## src/rtl/alu_arbiter_pkg.sv

```systemverilog
// alu_arbiter_pkg: opcodes, FSM state encoding and default settle time shared by
//   the alu_arbiter block and its bench-facing users.
package alu_arbiter_pkg;

    localparam logic [2:0] OP_ADD  = 3'b000;
    localparam logic [2:0] OP_SUB  = 3'b001;
    localparam logic [2:0] OP_XOR  = 3'b010;
    localparam logic [2:0] OP_SLT  = 3'b011;
    localparam logic [2:0] OP_NAND = 3'b100;
    localparam logic [2:0] OP_NOR  = 3'b101;
    localparam logic [2:0] OP_XNOR = 3'b110;
    localparam logic [2:0] OP_RSV  = 3'b111;

    localparam int SETTLE_DEFAULT = 4;

    typedef enum logic [1:0] {
        S_IDLE = 2'd0,
        S_WAIT = 2'd1,
        S_RESP = 2'd2
    } state_e;

    // Only the arithmetic ops produce meaningful carry/overflow flags.
    function automatic logic has_flags(input logic [2:0] op);
        return (op == OP_ADD) || (op == OP_SUB);
    endfunction

endpackage

```

## src/rtl/alu_arbiter_rr.sv

```systemverilog
// rr_arbiter2: two-way round-robin grant; the pointer moves past the winner on accept.
//   req       - request vector (bit i = requester i)
//   accept    - grant is being taken this cycle, advance the pointer
//   grant     - one-hot grant (0 when no request)
//   grant_idx - index of the granted requester
module rr_arbiter2 (
    input  logic       clk,
    input  logic       reset,
    input  logic [1:0] req,
    input  logic       accept,
    output logic [1:0] grant,
    output logic       grant_idx
);

    // prio_q names the requester that wins a tie; 0 after reset.
    logic prio_q, prio_d;

    always_comb begin
        grant_idx = (&req) ? prio_q : req[1];
        grant     = (|req) ? (grant_idx ? 2'b10 : 2'b01) : 2'b00;
        prio_d    = accept ? ~grant_idx : prio_q;
    end

    always_ff @(posedge clk or posedge reset) begin
        if (reset) prio_q <= 1'b0;
        else       prio_q <= prio_d;
    end

endmodule

```

## src/rtl/alu_arbiter.sv

```systemverilog
// alu_arbiter: shares one external combinational ALU between two requesters,
//   one operation in flight, holding operands SETTLE cycles before sampling.
//   req_*   - per-requester valid/ready/op/a/b (requester i in slice i)
//   alu_*   - operands to and results from the shared ALU
//   rsp_*   - one-hot valid, per-requester ready, registered result and flags
module alu_arbiter
    import alu_arbiter_pkg::*;
#(
    parameter int WIDTH  = 32,
    parameter int SETTLE = SETTLE_DEFAULT
) (
    input  logic               clk,
    input  logic               reset,
    input  logic [1:0]         req_valid,
    output logic [1:0]         req_ready,
    input  logic [5:0]         req_op,
    input  logic [2*WIDTH-1:0] req_a,
    input  logic [2*WIDTH-1:0] req_b,
    output logic [2:0]         alu_op,
    output logic [WIDTH-1:0]   alu_a,
    output logic [WIDTH-1:0]   alu_b,
    input  logic [WIDTH-1:0]   alu_result,
    input  logic               alu_carryout,
    input  logic               alu_overflow,
    output logic [1:0]         rsp_valid,
    input  logic [1:0]         rsp_ready,
    output logic [WIDTH-1:0]   rsp_result,
    output logic               rsp_carryout,
    output logic               rsp_overflow,
    output logic               rsp_error
);

    localparam int CW = (SETTLE > 1) ? $clog2(SETTLE) : 1;

    state_e           state_q, state_d;
    logic [CW-1:0]    cnt_q, cnt_d;
    logic             owner_q, owner_d;
    logic [2:0]       op_q, op_d;
    logic [WIDTH-1:0] a_q, a_d, b_q, b_d;
    logic [WIDTH-1:0] res_q, res_d;
    logic             carry_q, carry_d, ovf_q, ovf_d, err_q, err_d;

    logic [1:0]       grant;
    logic             grant_idx;
    logic             accept;
    logic [2:0]       sel_op;
    logic [WIDTH-1:0] sel_a, sel_b;

    // Only IDLE accepts, so a response handshake never overlaps a new accept.
    assign accept = (state_q == S_IDLE) && (|req_valid);
    assign sel_op = grant_idx ? req_op[5:3] : req_op[2:0];
    assign sel_a  = grant_idx ? req_a[2*WIDTH-1:WIDTH] : req_a[WIDTH-1:0];
    assign sel_b  = grant_idx ? req_b[2*WIDTH-1:WIDTH] : req_b[WIDTH-1:0];

    rr_arbiter2 u_rr (
        .clk       (clk),
        .reset     (reset),
        .req       (req_valid),
        .accept    (accept),
        .grant     (grant),
        .grant_idx (grant_idx)
    );

    always_ff @(posedge clk or posedge reset) begin
        if (reset) begin
            state_q <= S_IDLE;
            cnt_q   <= '0;
            owner_q <= 1'b0;
            op_q    <= '0;
            a_q     <= '0;
            b_q     <= '0;
            res_q   <= '0;
            carry_q <= 1'b0;
            ovf_q   <= 1'b0;
            err_q   <= 1'b0;
        end else begin
            state_q <= state_d;
            cnt_q   <= cnt_d;
            owner_q <= owner_d;
            op_q    <= op_d;
            a_q     <= a_d;
            b_q     <= b_d;
            res_q   <= res_d;
            carry_q <= carry_d;
            ovf_q   <= ovf_d;
            err_q   <= err_d;
        end
    end

    always_comb begin
        state_d = state_q;
        case (state_q)
            S_IDLE:  state_d = accept ? ((sel_op == OP_RSV) ? S_RESP : S_WAIT) : S_IDLE;
            S_WAIT:  state_d = (cnt_q == '0) ? S_RESP : S_WAIT;
            S_RESP:  state_d = rsp_ready[owner_q] ? S_IDLE : S_RESP;
            default: state_d = S_IDLE;
        endcase
    end

    // Capture on accept; the counter starts at SETTLE-1 so WAIT spans SETTLE cycles
    // and the ALU outputs are registered on the edge that ends the last one.
    always_comb begin
        cnt_d   = cnt_q;
        owner_d = owner_q;
        op_d    = op_q;
        a_d     = a_q;
        b_d     = b_q;
        res_d   = res_q;
        carry_d = carry_q;
        ovf_d   = ovf_q;
        err_d   = err_q;
        if (accept) begin
            owner_d = grant_idx;
            op_d    = sel_op;
            a_d     = sel_a;
            b_d     = sel_b;
            cnt_d   = CW'(SETTLE - 1);
            if (sel_op == OP_RSV) begin
                res_d   = '0;
                carry_d = 1'b0;
                ovf_d   = 1'b0;
                err_d   = 1'b1;
            end
        end else if (state_q == S_WAIT) begin
            cnt_d = (cnt_q == '0) ? '0 : cnt_q - CW'(1);
            if (cnt_q == '0) begin
                res_d   = alu_result;
                carry_d = has_flags(op_q) & alu_carryout;
                ovf_d   = has_flags(op_q) & alu_overflow;
                err_d   = 1'b0;
            end
        end
    end

    always_comb begin
        req_ready = accept ? grant : 2'b00;
        rsp_valid = (state_q == S_RESP) ? (owner_q ? 2'b10 : 2'b01) : 2'b00;
    end

    assign alu_op       = op_q;
    assign alu_a        = a_q;
    assign alu_b        = b_q;
    assign rsp_result   = res_q;
    assign rsp_carryout = carry_q;
    assign rsp_overflow = ovf_q;
    assign rsp_error    = err_q;

endmodule

```

## config.mk

```make
export PLATFORM = sky130hd
export DESIGN_NAME = alu_arbiter
export DESIGN_NICKNAME = d
export VERILOG_FILES = /design/src/rtl/alu_arbiter_pkg.sv /design/src/rtl/alu_arbiter_rr.sv /design/src/rtl/alu_arbiter.sv
export SDC_FILE = /design/constraint.sdc
export NUM_CORES = 1
export LEC_CHECK = 0
export ABC_AREA = 1
export CORE_MARGIN = 10
export CORE_UTILIZATION = 35
export DETAILED_ROUTE_END_ITERATION = 8
export HOLD_SLACK_MARGIN = 0.12
export PLACE_DENSITY = 0.82
export SLEW_MARGIN = 10
export SYNTH_ARGS = -nofsm -noshare
export SYNTH_HDL_FRONTEND = slang
export SYNTH_SLANG_ARGS = --single-unit
```

## constraint.sdc

```tcl
create_clock -name clk -period 6.58 [get_ports clk]
set_clock_uncertainty 0.05 [all_clocks]
set_input_delay 1.316 -clock clk [delete_from_list [all_inputs] [get_ports clk]]
set_output_delay 1.316 -clock clk [all_outputs]
set_load 0.02 [all_outputs]
```

==> results of run 1 <==
metrics by stage:
stage / hold WS, ns / worst slack (ns) / area [µm²] / instances / util [%]
finish: 0.430 / 2.21 / 7810 / 999 / 59.2
global route: 0.457 / 2.07 / 7810 / 999 / 59.2
CTS: 0.436 / 2.19 / 7810 / 999 / 59.2
detailed placement: 0.417 / 2.20 / 7520 / 983 / 57.0
global placement: 0.415 / 2.24 / 7520 / 983 / 57.0
floorplan: 0.431 / 2.37 / 4690 / 555 / -
tightest hold or removal path, stage by stage (launching register included):
cell and delay [ns]:
dfrtp_1 0.35, nand2_1 0.05, nand2_1 0.05
worst max-delay path by stage:
stage | to | startpoint | cells past startpoint | slack (ns)
floorplan | alu_a[0] | reset | 1 | 2.37
global placement | req_ready[1] | req_valid[1] | 6 | 2.24
detailed placement | req_ready[1] | req_valid[1] | 6 | 2.20
CTS | req_ready[1] | req_valid[1] | 6 | 2.19
global route | req_ready[1] | req_valid[1] | 6 | 2.07
finish | req_ready[1] | req_valid[1] | 6 | 2.21
routing by layer:
layer	routed length (µm)	global-route usage, %	vias to the layer above
met4	378	6.64	0
li1	-	-	2291
met3	1590	6.05	23
met5	0	0	-
met2	8180	29.4	199
met1	6660	19.2	2158
where the power goes:
part	switching, mW	total (mW)	internal [mW]
Clock	0.244	0.549	0.306
Sequential	0.182	1.17	0.989
Combinational	1.03	1.86	0.838
cell families after synthesis:
kind of cell           Yosys count  share of synthesized area [%]
AOI/OAI and AO/OA               17                           2.35
and+or+nand+nor                383                           34.0
buffers and inverters           47                           6.08
DFF                            108                           57.6
registers in the layout (all words and copies together), names as in the netlist:
register,flops
alu_a,32
rsp_overflow,1
cnt_q,2
rsp_error,1
rsp_carryout,1
alu_op,3
alu_b,32
rsp_result,32
u_rr.prio_q,1
owner_q,1
state_q,2
layout by cell type, fill, tap and decap left out:
master,n
a21oi_1,1
a22oi_1,9
buf_4,4
bufinv_16,1
clkbuf_1,2
clkbuf_16,9
clkbuf_8,1
clkdlybuf4s50_1,279
clkinv_2,2
clkinv_4,1
dfrtp_1,108
inv_1,13
inv_2,2
inv_4,1
nand2_1,271
nand2_2,3
nand3_1,91
nand3b_1,2
nor2_1,7
nor2_2,2
nor2_4,1
nor3_1,3
nor3_4,1
nor4_1,2
o211ai_1,1
o21ai_0,6
cell type report:
cell class	count	area, µm²
flip-flops and latches	108	2700
multi-input cells	400	1710
clock inverters	4	48.8
clock buffers	12	246
inverters	16	62.6
repair buffers	283	2820
well taps	176	220
fillers	1112	5380
==> results.yml, run 1 <==
cts:
  cts_sinks: 108
  post-cts-setup-buffers: 0
  h-tree-depth: 3
  cts_buffers: 9
  tritoncts: "built"
  cts_root_buffer: "clkbuf_16"
  clock_path_buffers: 2
  ctsResizeCount: 0
  clk_latency_ns: 0.35
  hold_buffers: 0
  clkTransAtPathRegs_ns: 0.07
logic_synthesis:
  seq_area_frac_synth_pct: 57.6
  async_reset_ff_share_pct: 100
  synth_flop_cell: "dfrtp_1"
  yosysWarnings: 0
  syn_nets: 729
  synth_cell_type_count: 21
  synth_area_leaders: "dfrtp_1, nand2_1, nand3_1, buf_6, a22oi_1"
  synth_area_leader_cell: "dfrtp_1"
  yosysMostFrequentCell: "nand2_1"
  synth_edf_count: 0
  synthesis.area_mm2: 0.00469
  synthCells: 555
  avgSynthCellArea_um2: 8.45
  synth_top_area_share_pct: 57.6
  ys_seq_elements: 108
  synthTopCellsByCount: "nand2_1, dfrtp_1, nand3_1, inv_1, buf_2"
floorplan:
  die_area_mm2: 0.0184
  fp-row-count: 42
  io_pins: 280
  core_mm2: 0.0132
  die_y_um: 136
  initial_core_util_pct: 35.6
  die_w_um: 136
timing:
  rsz0062_at_grt: "no"
  fmax_ghz: 0.229
  hold_viol: 0
  setup-tns-final_ns: 0
  min_period_ns: 4.37
  tightest_slew_ns: 0.787
  slew_headroom_pct: 47.5
  setup-violations-final: 0
  drv_slew: 0
  finalCritPeriodShare_pct: 66.4
route:
  ant_nets: 0
  vias_per_cell: 4.68
  via_count: 4671
  drc: 0
  drtIter0Drc: 327
  wire_per_inst_um: 16.8
  routed_wl_um: 16800
  dr.pass1.iters: 4
min_path:
  min_from: "rsp_error"
  hold_depth: 2
  hp-class: "reg2reg"
  whs_endpoint: "rsp_error"
placed_design:
  gp_congestion: 0.827
  portBuffers: 279
  dp_hpwl_um: 12600
setup_path:
  crit_family: "buffers and inverters"
  max_stage_delay_ns: 0.63
  cp.arrival_ns: 3.00
  rrSetupSlack_ns: 4.13
  r2r_end: "rsp_overflow"
  reg2reg_from: "state_q[1]"
  crit_required_ns: 5.21
  worst_setup_path_end_kind: "output port"
  cp_cell_sequence: "clkdlybuf4s50_1 -> nor2_2 -> nor3_4 -> nand2_1 -> inv_2 -> clkdlybuf4s50_1"
  worst_path_max_delay_cell: "clkdlybuf4s50_1"
  critPathBufInv: 3
  path_class: "in2out"
  startpoint_type: "primary input"
  rr_worst_depth: 8
  crit_fanout: 5
  cpMostUsedCell: "clkdlybuf4s50_1"
pwr:
  p_total_mw: 3.58
  powerDensity_mw_per_mm2: 459
  max-vdd-ir-drop_mv: 0.216
  leakage_nw: 3.60
grt:
  first_global_vias: 4654
  grt_overflow: 0
  track_usage_pct: 17.2
  grt_max_degree: 75
  antenna_found_initial: 0
  grt_pass1_wl_um: 25000
layout:
  n_antenna_cell: 0
  layout-drive-gt1-share_pct: 3.40
  nets: 992
  syn_to_final_growth_pct: 66.6
status:
  outcome: "complete, no violations"
job:
  drv_cap: 0
Power figures use the tool's default switching activity.
==> inputs of run 2 (changes only) <==
Settings changed: CORE_UTILIZATION 35 to 34, PLACE_DENSITY 0.82 to 0.83.
Clock period 6.58 ns to 3.83 ns, I/O delays scaled along.
==> run 2 against run 1 <==
Effect of this change:
- register-to-register slack worse by 2.5 ns
- setup slack worse by 1.6 ns
- flip-flop and latch count unchanged
- clock power grew 65%
- critical path type unchanged
- largest cell class unchanged
==> results.yml, run 2 (synthesis gave the netlist of run 1 again) <==
layout:
  stdcell_count: 997
  layout-drive-gt1-share_pct: 3.29
  multi_input_area_mm2: 0.00171
  nFillCells: 1176
  layout_common_cells: "clkdlybuf4s50_1, nand2_1, dfrtp_1"
  regArea_mm2: 0.00270
  n_antenna_cell: 0
  final_common_cell: "clkdlybuf4s50_1"
  nets: 993
  syn_to_final_growth_pct: 66.7
  final_area_mm2: 0.00782
route:
  wire_per_inst_um: 16.9
  dr.pass1.iters: 4
  drtIter0Drc: 261
  routed_wl_um: 16800
  drc: 0
  vias_per_cell: 4.74
  ant_nets: 0
  via_count: 4730
timing:
  fmax_ghz: 0.307
  hold_viol: 0
  slew_headroom_pct: 48.3
  drv_slew: 0
  tightest_slew_ns: 0.775
  finalCritPeriodShare_pct: 85.1
  setup-violations-final: 0
  setup-tns-final_ns: 0
  rsz0062_at_grt: "no"
  min_period_ns: 3.26
cts:
  h-tree-depth: 3
  cts_sinks: 108
  cts_root_buffer: "clkbuf_16"
  tritoncts: "built"
  ctsResizeCount: 0
  cts_buffers: 9
  clkTransAtPathRegs_ns: 0.07
  clock_path_buffers: 2
  hold_buffers: 0
  clk_latency_ns: 0.34
  post-cts-setup-buffers: 0
floorplan:
  die_y_um: 137
  core_mm2: 0.0134
  fp-row-count: 42
  io_pins: 280
  die_area_mm2: 0.0189
  die_w_um: 137
  initial_core_util_pct: 35.0
setup_path:
  critPathBufInv: 3
  cp.arrival_ns: 2.44
  worst_path_max_delay_cell: "clkdlybuf4s50_1"
  cp_cell_sequence: "clkdlybuf4s50_1 -> nor2_2 -> nor3_4 -> nand2_1 -> inv_2 -> clkdlybuf4s50_1"
  crit_fanout: 5
  path_class: "in2out"
  crit_family: "buffers and inverters"
  startpoint_type: "primary input"
  cpMostUsedCell: "clkdlybuf4s50_1"
  worst_setup_path_end_kind: "output port"
  rrSetupSlack_ns: 1.59
  crit_required_ns: 3.01
  max_stage_delay_ns: 0.63
status:
  outcome: "complete, no violations"
pwr:
  power_frac_comb_pct: 52.4
  net-switching-power_mw: 2.46
  powerDensity_mw_per_mm2: 782
  swShare_pct: 40.2
  p_clk_share_pct: 14.8
  p_total_mw: 6.12
  p_int_mw: 3.66
  max-vdd-ir-drop_mv: 0.429
  leakage_nw: 3.60
  p_seq_share_pct: 32.8
grt:
  first_global_vias: 4687
  track_usage_pct: 16.9
  grt_busiest_layer: "met2"
  grt_overflow: 0
  grt_pass1_wl_um: 25200
  gr-usage-met1_pct: 19.5
  antenna_found_initial: 0
  use_met2_pct: 28.7
  grt_max_degree: 74
  met3_usage_pct: 5.79
placed_design:
  dp_hpwl_um: 12700
  post_dp_cell_area_mm2: 0.00754
  gp_congestion: 0.805
  dpl.cell_count: 984
  portBuffers: 279
min_path:
  hp-class: "reg2reg"
job:
  drv_cap: 0
run 2: stage by stage:
step / setup slack (ns) / hold slack [ns] / util, %
after global placement: 0.608 / 0.415 / 56.3
after global routing: 0.427 / 0.463 / 58.3
after floorplan: 0.168 / 0.431 / -
after detailed placement: 0.568 / 0.421 / 56.3
final: 0.572 / 0.432 / 58.3
after CTS: 0.563 / 0.438 / 58.3
run 2: worst paths after layout:
kind	from	end	cells after the start
setup / recovery	req_valid[1]	req_ready[1]	6
hold / removal	rsp_error	rsp_error	2
setup reg to reg	state_q[0]	state_q[1]	6
hold reg to reg	rsp_error	rsp_error	2
max in group asynchronous	reset	alu_b[4]	3
min in group asynchronous	reset	alu_b[26]	2
run 2: layer usage:
| metal | part of all wire, % | vias up | wire length (µm) |
|---|---|---|---|
| met4 | 1.8 | 0 | 303 |
| met1 | 39 | 2230 | 6480 |
| met5 | 0 | - | 0 |
| met3 | 10 | 20 | 1710 |
| met2 | 49 | 186 | 8330 |
| li1 | - | 2294 | - |
run 2: area by class of cell:
cell class                      instances  area share, %
Timing Repair Buffer                  284           36.4
Sequential cell                       108           34.6
Multi-Input combinational cell        400           21.9
Clock buffer                           11           3.10
Tap cell                              176           2.82
Inverter                               16          0.800
Clock inverter                          2          0.480
run 2: power by group through the flow:
stage	logic, mW	clock network (mW)	registers [mW]
finish	3.20	0.906	2.01
global route	3.46	0.967	2.07
global placement	3.22	0	1.99
detailed placement	3.26	0	2.02
CTS	3.26	0.930	2.01
floorplan	1.08	0	2.64
run 2: worst register-to-register path, cell delays in order, from the launching register on:
cell and delay (ns):
dfrtp_1 0.41, inv_1 0.14, nor2_2 0.08, nand2_2 0.55
inv_2 0.47, nor3_1 0.31, nand2_1 0.08
